## config.mk

```make
export PLATFORM = sky130hd
export DESIGN_NAME = alu_bist_flat
export DESIGN_NICKNAME = d
export VERILOG_FILES = /design/src/rtl/alu_if.sv /design/src/rtl/alu_bist.sv /design/src/flat_wrapper.sv
export SDC_FILE = /design/constraint.sdc
export NUM_CORES = 1
export LEC_CHECK = 0
export CAP_MARGIN = 25
export CORE_ASPECT_RATIO = 0.75
export CORE_MARGIN = 4
export CORE_UTILIZATION = 50
export CTS_CLUSTER_DIAMETER = 30
export DETAILED_ROUTE_END_ITERATION = 7
export MAX_ROUTING_LAYER = met4
export PLACE_DENSITY = 0.77
export REMOVE_ABC_BUFFERS = 1
export SLEW_MARGIN = 10
export SYNTH_ARGS = -nofsm -noshare
export SYNTH_HDL_FRONTEND = slang
export SYNTH_SLANG_ARGS = --single-unit
```

## constraint.sdc

```tcl
create_clock -name CLK -period 2 [get_ports CLK]
set_input_delay 0.6 -clock CLK [delete_from_list [all_inputs] [get_ports CLK]]
set_output_delay 0.6 -clock CLK [all_outputs]
set_load 0.005 [all_outputs]
```

## src/rtl/alu_if.sv

```systemverilog
// ALU operand/response bundle: the BIST (or any driver) presents a, b, ops and the
// combinational ALU returns out plus flags in the same cycle.
package alu_pkg;
    typedef logic [31:0] word_t;
    typedef enum logic [3:0] {
        ALU_SLL, ALU_SRL, ALU_ADD, ALU_SUB, ALU_AND,
        ALU_OR, ALU_XOR, ALU_NOR, ALU_SLT, ALU_SLTU
    } aluop_t;
endpackage

interface alu_if;
    import alu_pkg::*;

    word_t  a;
    word_t  b;
    aluop_t ops;
    word_t  out;
    logic   negative;
    logic   overflow;
    logic   zero;

    modport tb     (output a, b, ops, input out, negative, overflow, zero);
    modport alu    (input a, b, ops, output out, negative, overflow, zero);
    modport master (output a, b, ops, input out, negative, overflow, zero);
    modport slave  (input a, b, ops, output out, negative, overflow, zero);
endinterface

```

## src/rtl/alu_bist.sv

```systemverilog
// ALU built-in self-test: issues NVEC LFSR-generated vectors, one per cycle, and
// compresses every response into a 32-bit MISR that is compared against GOLDEN.
module alu_bist
    import alu_pkg::*;
#(
    parameter int unsigned NVEC   = 1024,
    parameter logic [31:0] SEED_A = 32'hACE12468,
    parameter logic [31:0] SEED_B = 32'h1357BDF0,
    parameter logic [31:0] GOLDEN = 32'h00000000
) (
    input  logic        CLK,
    input  logic        nRST,
    input  logic        start,
    alu_if.tb           aluif,
    output logic        busy,
    output logic        done,
    output logic [31:0] signature,
    output logic        pass
);

    localparam int unsigned    CW   = $clog2(NVEC + 1);
    localparam logic [CW-1:0] LAST = CW'(NVEC - 1);

    typedef enum logic [1:0] {IDLE, RUN, DONE} state_t;

    function automatic logic [31:0] lfsr_step(input logic [31:0] s);
        return (s >> 1) ^ (s[0] ? 32'h80200003 : 32'h0);
    endfunction

    function automatic logic [31:0] misr_step(input logic [31:0] s, input logic [31:0] d);
        return {s[30:0], 1'b0} ^ (s[31] ? 32'h04C11DB7 : 32'h0) ^ d;
    endfunction

    state_t        state_q, state_d;
    logic [CW-1:0] cnt_q, cnt_d;
    logic [31:0]   lfsr_a_q, lfsr_a_d;
    logic [31:0]   lfsr_b_q, lfsr_b_d;
    word_t         a_q, a_d;
    word_t         b_q, b_d;
    aluop_t        ops_q, ops_d;
    logic [31:0]   sig_q, sig_d;
    logic [31:0]   resp;

    always_ff @(posedge CLK or negedge nRST) begin
        if (!nRST) begin
            state_q  <= IDLE;
            cnt_q    <= '0;
            lfsr_a_q <= SEED_A;
            lfsr_b_q <= SEED_B;
            a_q      <= '0;
            b_q      <= '0;
            ops_q    <= ALU_SLL;
            sig_q    <= '0;
        end else begin
            state_q  <= state_d;
            cnt_q    <= cnt_d;
            lfsr_a_q <= lfsr_a_d;
            lfsr_b_q <= lfsr_b_d;
            a_q      <= a_d;
            b_q      <= b_d;
            ops_q    <= ops_d;
            sig_q    <= sig_d;
        end
    end

    // The LFSR registers run one step ahead of a/b: they hold the next vector to issue.
    always_comb begin
        state_d  = state_q;
        cnt_d    = cnt_q;
        lfsr_a_d = lfsr_a_q;
        lfsr_b_d = lfsr_b_q;
        a_d      = a_q;
        b_d      = b_q;
        ops_d    = ops_q;
        sig_d    = sig_q;
        resp     = aluif.out ^ {29'b0, aluif.negative, aluif.overflow, aluif.zero};
        case (state_q)
            IDLE, DONE: begin
                if (start) begin
                    state_d  = RUN;
                    cnt_d    = '0;
                    a_d      = SEED_A;
                    b_d      = SEED_B;
                    ops_d    = ALU_SLL;
                    lfsr_a_d = lfsr_step(SEED_A);
                    lfsr_b_d = lfsr_step(SEED_B);
                    sig_d    = '0;
                end
            end
            RUN: begin
                sig_d = misr_step(sig_q, resp);
                cnt_d = cnt_q + CW'(1);
                if (cnt_q == LAST) begin
                    state_d = DONE;
                end else begin
                    a_d      = lfsr_a_q;
                    b_d      = lfsr_b_q;
                    lfsr_a_d = lfsr_step(lfsr_a_q);
                    lfsr_b_d = lfsr_step(lfsr_b_q);
                    ops_d    = (ops_q == ALU_SLTU) ? ALU_SLL : aluop_t'(ops_q + 4'd1);
                end
            end
            default: state_d = IDLE;
        endcase
    end

    always_comb begin
        busy = (state_q == RUN);
        done = (state_q == DONE);
        pass = done && (sig_q == GOLDEN);
    end

    assign aluif.a   = a_q;
    assign aluif.b   = b_q;
    assign aluif.ops = ops_q;
    assign signature = sig_q;

endmodule

```

## src/flat_wrapper.sv

```systemverilog
// flat-port wrapper written by rule: the top's interface ports become plain ports
module alu_bist_flat import alu_pkg::*;
#(
    parameter int unsigned NVEC   = 1024,
    parameter logic [31:0] SEED_A = 32'hACE12468,
    parameter logic [31:0] SEED_B = 32'h1357BDF0,
    parameter logic [31:0] GOLDEN = 32'h00000000
)
  (CLK, nRST, start, busy, done, signature, pass, aluif_a, aluif_b, aluif_ops, aluif_out, aluif_negative, aluif_overflow, aluif_zero);
  alu_if aluif_i ();
  input  logic CLK;
  input  logic nRST;
  input  logic start;
  output logic busy;
  output logic done;
  output logic [31:0] signature;
  output logic pass;
  output wire logic [$bits(aluif_i.a)-1:0] aluif_a;
  output wire logic [$bits(aluif_i.b)-1:0] aluif_b;
  output wire logic [$bits(aluif_i.ops)-1:0] aluif_ops;
  input wire logic [$bits(aluif_i.out)-1:0] aluif_out;
  input wire logic [$bits(aluif_i.negative)-1:0] aluif_negative;
  input wire logic [$bits(aluif_i.overflow)-1:0] aluif_overflow;
  input wire logic [$bits(aluif_i.zero)-1:0] aluif_zero;
  assign aluif_a = aluif_i.a;
  assign aluif_b = aluif_i.b;
  assign aluif_ops = aluif_i.ops;
  assign aluif_i.out = aluif_out;
  assign aluif_i.negative = aluif_negative;
  assign aluif_i.overflow = aluif_overflow;
  assign aluif_i.zero = aluif_zero;
  alu_bist #(.NVEC(NVEC), .SEED_A(SEED_A), .SEED_B(SEED_B), .GOLDEN(GOLDEN)) u_core (.CLK(CLK), .nRST(nRST), .start(start), .aluif(aluif_i), .busy(busy), .done(done), .signature(signature), .pass(pass));
endmodule
```

# Word level (Yosys, flattened, before mapping)
# Cells that the tools add are included.
# totals
register_bits	177
latch_bits	0
ramBits	0
rom_bits	0
input_bits	38
mem_count	0
# classes
n_addsub	2
n_mul	0
div	0
order_cmp	0
n_eq_ne	7
n_shift	0
n_mux	26
n_bitwise	5
reduce_logical	8
# op_table
op	count
two-way mux 32 bit	11
one-hot mux 32 bit (2 select lines)	5
bitwise XOR 31 x 32 -> 32 bit	2
bitwise XOR 32 bit	2
zero test 32 bit	1
bitwise XOR 32 x 3 -> 32 bit	1
two-way mux 27 bit	1
one-hot mux 11 bit (2 select lines)	1
two-way mux 4 bit	3
adder 11 x 1 -> 11 bit (second input constant)	1
== test 11 x 10 -> 1 bit (second input constant)	1
two-way mux 11 bit	1
one-hot mux 4 bit (2 select lines)	1
adder 4 x 1 -> 4 bit (second input constant)	1
== test 4 bit (second input constant)	1
two-way mux 2 bit	2
!= test 2 bit (second input constant)	2
one-hot mux 2 bit (2 select lines)	1
AND reduction 2 bit	2
AND reduction 3 bit	1
== test 2 x 1 -> 1 bit (second input constant)	1
== test 2 bit (second input constant)	1
zero test 2 bit	1
!= test 2 x 1 -> 1 bit (second input constant)	1
3 further kinds	3

# Logic depth before layout (Yosys ltp)
# depth
ltp_word	4
depth_mapped	8

# Worst setup path after synthesis
# OpenSTA, ideal clock, no wires.
# synth_timing
path_type	reg-to-output
start	reg u_core.sig_q[21], in the netlist u_core.signature[21]
end	out pass
arrival_ns	1.192
setup_slack_ns	0.208
stages_incl_launch_ff	3
cell_sequence	dfrtp_1 -> or4_1 -> nor4_1
# synth_between
elab_chain_cells	2
# synth_rtl
element	line_no	source
start, declared	alu_bist.sv:41	logic [31:0] sig_q, sig_d;
start signal, assigned	alu_bist.sv:62	sig_q <= sig_d;
zero test 32 bit	alu_bist.sv:110	pass = done && (sig_q == GOLDEN);
logical AND 1 bit	alu_bist.sv:110	
end, declared	flat_wrapper.sv:17	output logic pass;
# Every way passes these cells.

# Worst setup path after layout
# layout_timing
start	reg u_core.sig_q[13], in the netlist u_core.signature[13]
end	out pass
# The elaborated chain is that of the path after synthesis.

==> metrics.txt <==
status=complete, but fails checks; violated checks=setup timing; worst min path class=primary input to async pin; max_cap viols=0; core area=0.01248 mm^2; largest net degree at the start of global routing=71; VDD IR max=0.9058 mV; register area share after synthesis=58.08%; Sw Ratio=31.98%; share of cells above drive strength 1=22.42%; sequential share of power=37.7%; Clock power frac=21.8%; RR Startpoint=u_core.cnt_q[5]; CTS Buffer Depth=2; fin cells=952; clock latency on the worst-skew pair=420 ps; Final Hold Viols=0; IO Port Bufs=140; clock skew=9.034 ps; synth warn=0; area occupied by registers=0.003772 mm^2; Final Wtd Congestion=0.9275; hpwl dp=10,730 um; Final period util=124.5%; io pins=141; RSZ-0062 raised after global routing=yes; vias per cell=5.589; r2r worst-path depth=5; Async SR Flop Fraction=100.0%; crit end category=output pin; CTS tree=done; top cells by area, synth=dfrtp_1 (46%), dfstp_2 (13%), nand2_1 (6.3%), xnor2_1 (5.4%), a22o_1 (5.0%); Post-Synthesis Cells=591; critical path class=flip-flop to output pin; setup_tns=-489.3 ps; Distinct cells, synth=42; DR vias=5,321; antenna violations before repair=1; required time worst endpoint=1400 ps; CP peak stage delay=410 ps; Die ar.=0.01488 mm^2; row count=35; H-Tree Depth=4; Starting Density=51.97%; max frequency=401.7 MHz; DRC=0; Root Driver=clkbuf_16; Power, Total=15,630 uW; Yosys reg bits=149; worst rel slew slack=69.83%; critical path launch point=u_core.signature[13]; Final Util=73.89%; Die Wd=139.5 um; wire per inst=18.30 um; number of fill cells=832; Arr. time, crit path=1890 ps; Worst R2R End=u_core.aluif.ops[3]; cell-internal power=10,630 uW; placed insts=892; global route overflow=0; CP most frequent cell=nor4_4; number of synthesized flops with an enable pin=0; R2R setup slack=120 ps; Max Slew Vio Count=0; crit path launch type=flip-flop; Logic pwr share=40.6%; Most used DFF post-synth=dfrtp_1; Yosys top cell by area=dfrtp_1; final setup vio count=1; vias in the first global route=5,584; share of the synthesized area in the top cell type=45.52%; setup ws final=-489.3 ps; worst-margin pin slew=452.5 ps; clock-pin slew on the worst setup and hold paths=60 ps; Tot GR Track Use=24.40%; worst hold slack=113.7 ps; Die H=106.6 um; Pleak=0.004143 uW; CP Cell Sequence=nor4_4 -> nand4_1 -> nor4_4 -> buf_2; Synth-to-Final Area Change=42.19%; number of nets in the layout=813; Crit-path slowest cell=dfrtp_1; Worst Setup EP=pass; power per standard cell area=1694 mW/mm^2; multi-input logic area=0.002386 mm^2; Final min period=2489 ps; CTS buffer count=17; average footprint of a synthesized cell=10.97 um^2; first-pass GRT wire length=28,300 um; Iteration-0 DRC Markers=342; # clock sinks=149; final WL=17,430 um; Pre-Repair DR Iteration Count=5; sw power=4997 uW; crit-path max FO=2; DRT antenna net count=0; mapped cell area=0.006486 mm^2
==> logic make-up after synthesis <==
| family | Yosys count | synth area share, % |
|---|---|---|
| buf+inv | 73 | 6.713 |
| flops | 149 | 58.08 |
| xor+xnor | 52 | 7.022 |
| simple gates | 168 | 11.63 |
| fa+ha+maj | 3 | 0.5788 |
| mux | 1 | 0.1543 |
| compound gates | 145 | 15.82 |
==> flip-flops by register name, indices dropped and copies added, names as in the netlist <==
signal and cells:
u_core.aluif.b 22, u_core.aluif.a 15, u_core.signature 32, u_core.state_q 2
u_core.cnt_q 11, u_core.aluif.ops 4, u_core.lfsr_a_q 32, u_core.lfsr_b_q 31
==> critical path: cells and delay by family, from the launching register on <==
| family | cells | cell delay [ps] |
|---|---|---|
| buffers and inverters | 1 | 170 |
| and+or+nand+nor | 3 | 880 |
| DFF | 1 | 410 |
==> power by group through the flow <==
stage	Sequential, uW	Clock (uW)	Combinational [uW]
CTS	5850	3430	6170
global placement	5710	0	5850
finish	5890	3400	6340
detailed placement	5820	0	6000
floorplan	5900	0	2220
global route	6080	3590	6910
==> stage by stage <==
step / setup WS [ps] / instance area (um^2)
finish: -489.3 / 9223
global route: -558.9 / 9223
CTS: -392.0 / 9046
detailed placement: -423.6 / 8279
global placement: -410.7 / 8279
floorplan: -1948 / 6073
==> per-layer routing <==
metal	GRT usage (%)	wire length (um)	vias to the layer above
met5	-	0	-
met4	6.704	217	0
met3	5.261	1136	25
met2	40.83	8871	232
met1	30.49	7201	2664
li1	-	-	2400
==> Yosys cell counts, types with 2 or more instances <==
master / count
dfrtp_1: 118
nand2_1: 109
o21ai_0: 62
xnor2_1: 40
a22o_1: 37
dfstp_2: 31
buf_4: 28
o22a_1: 28
nand3_1: 27
clkbuf_1: 17
xor2_1: 12
buf_2: 9
nor4_1: 9
buf_1: 7
nand2b_1: 7
buf_6: 6
inv_1: 5
nor2_1: 4
ha_1: 3
nor3_1: 3
o31ai_1: 3
a21oi_1: 2
a31oi_1: 2
nand4_1: 2
o22ai_1: 2
o311ai_0: 2
==> area by class of cell <==
class	instances	area share, %
Clock buffer	18	4.653
Sequential cell	149	40.90
Clock inverter	14	2.171
Inverter	6	0.2442
Multi-Input combinational cell	369	25.87
Antenna cell	1	0.02713
Tap cell	166	2.252
Timing Repair Buffer	229	23.88
==> worst min path at each step <==
stage                    start                  to  slack, ps  cells after the start
5_1_grt                   nRST  u_core.aluif.b[16]        130                      1
3_5_place_dp   u_core.cnt_q[9]     u_core.cnt_q[9]        470                      1
6_report                  nRST  u_core.aluif.b[17]        110                      1
2_1_floorplan             nRST   u_core.aluif.a[0]        300                      0
4_1_cts                   nRST  u_core.aluif.b[14]        120                      1
3_3_place_gp   u_core.cnt_q[9]     u_core.cnt_q[9]        460                      1
==> cells in the final DEF, fill, tap and decap left out, drive strengths merged, types with 27 or more instances in the layout <==
master / n
dlygate4sd2: 27
dfstp: 31
o22a: 28
buf: 90
nand2: 109
clkdlybuf4s50: 103
o21ai: 62
xnor2: 40
nand3: 27
dfrtp: 118
a22o: 37
==> repair_timing <==
action,4_1_cts,5_1_grt
resized for setup,47,18
hold buffers,0,0
setup endpoints to repair,57,24
pin swaps,4,1
cloned,0,1
buffers inserted,14,12
(Power assumes the default switching activity.)
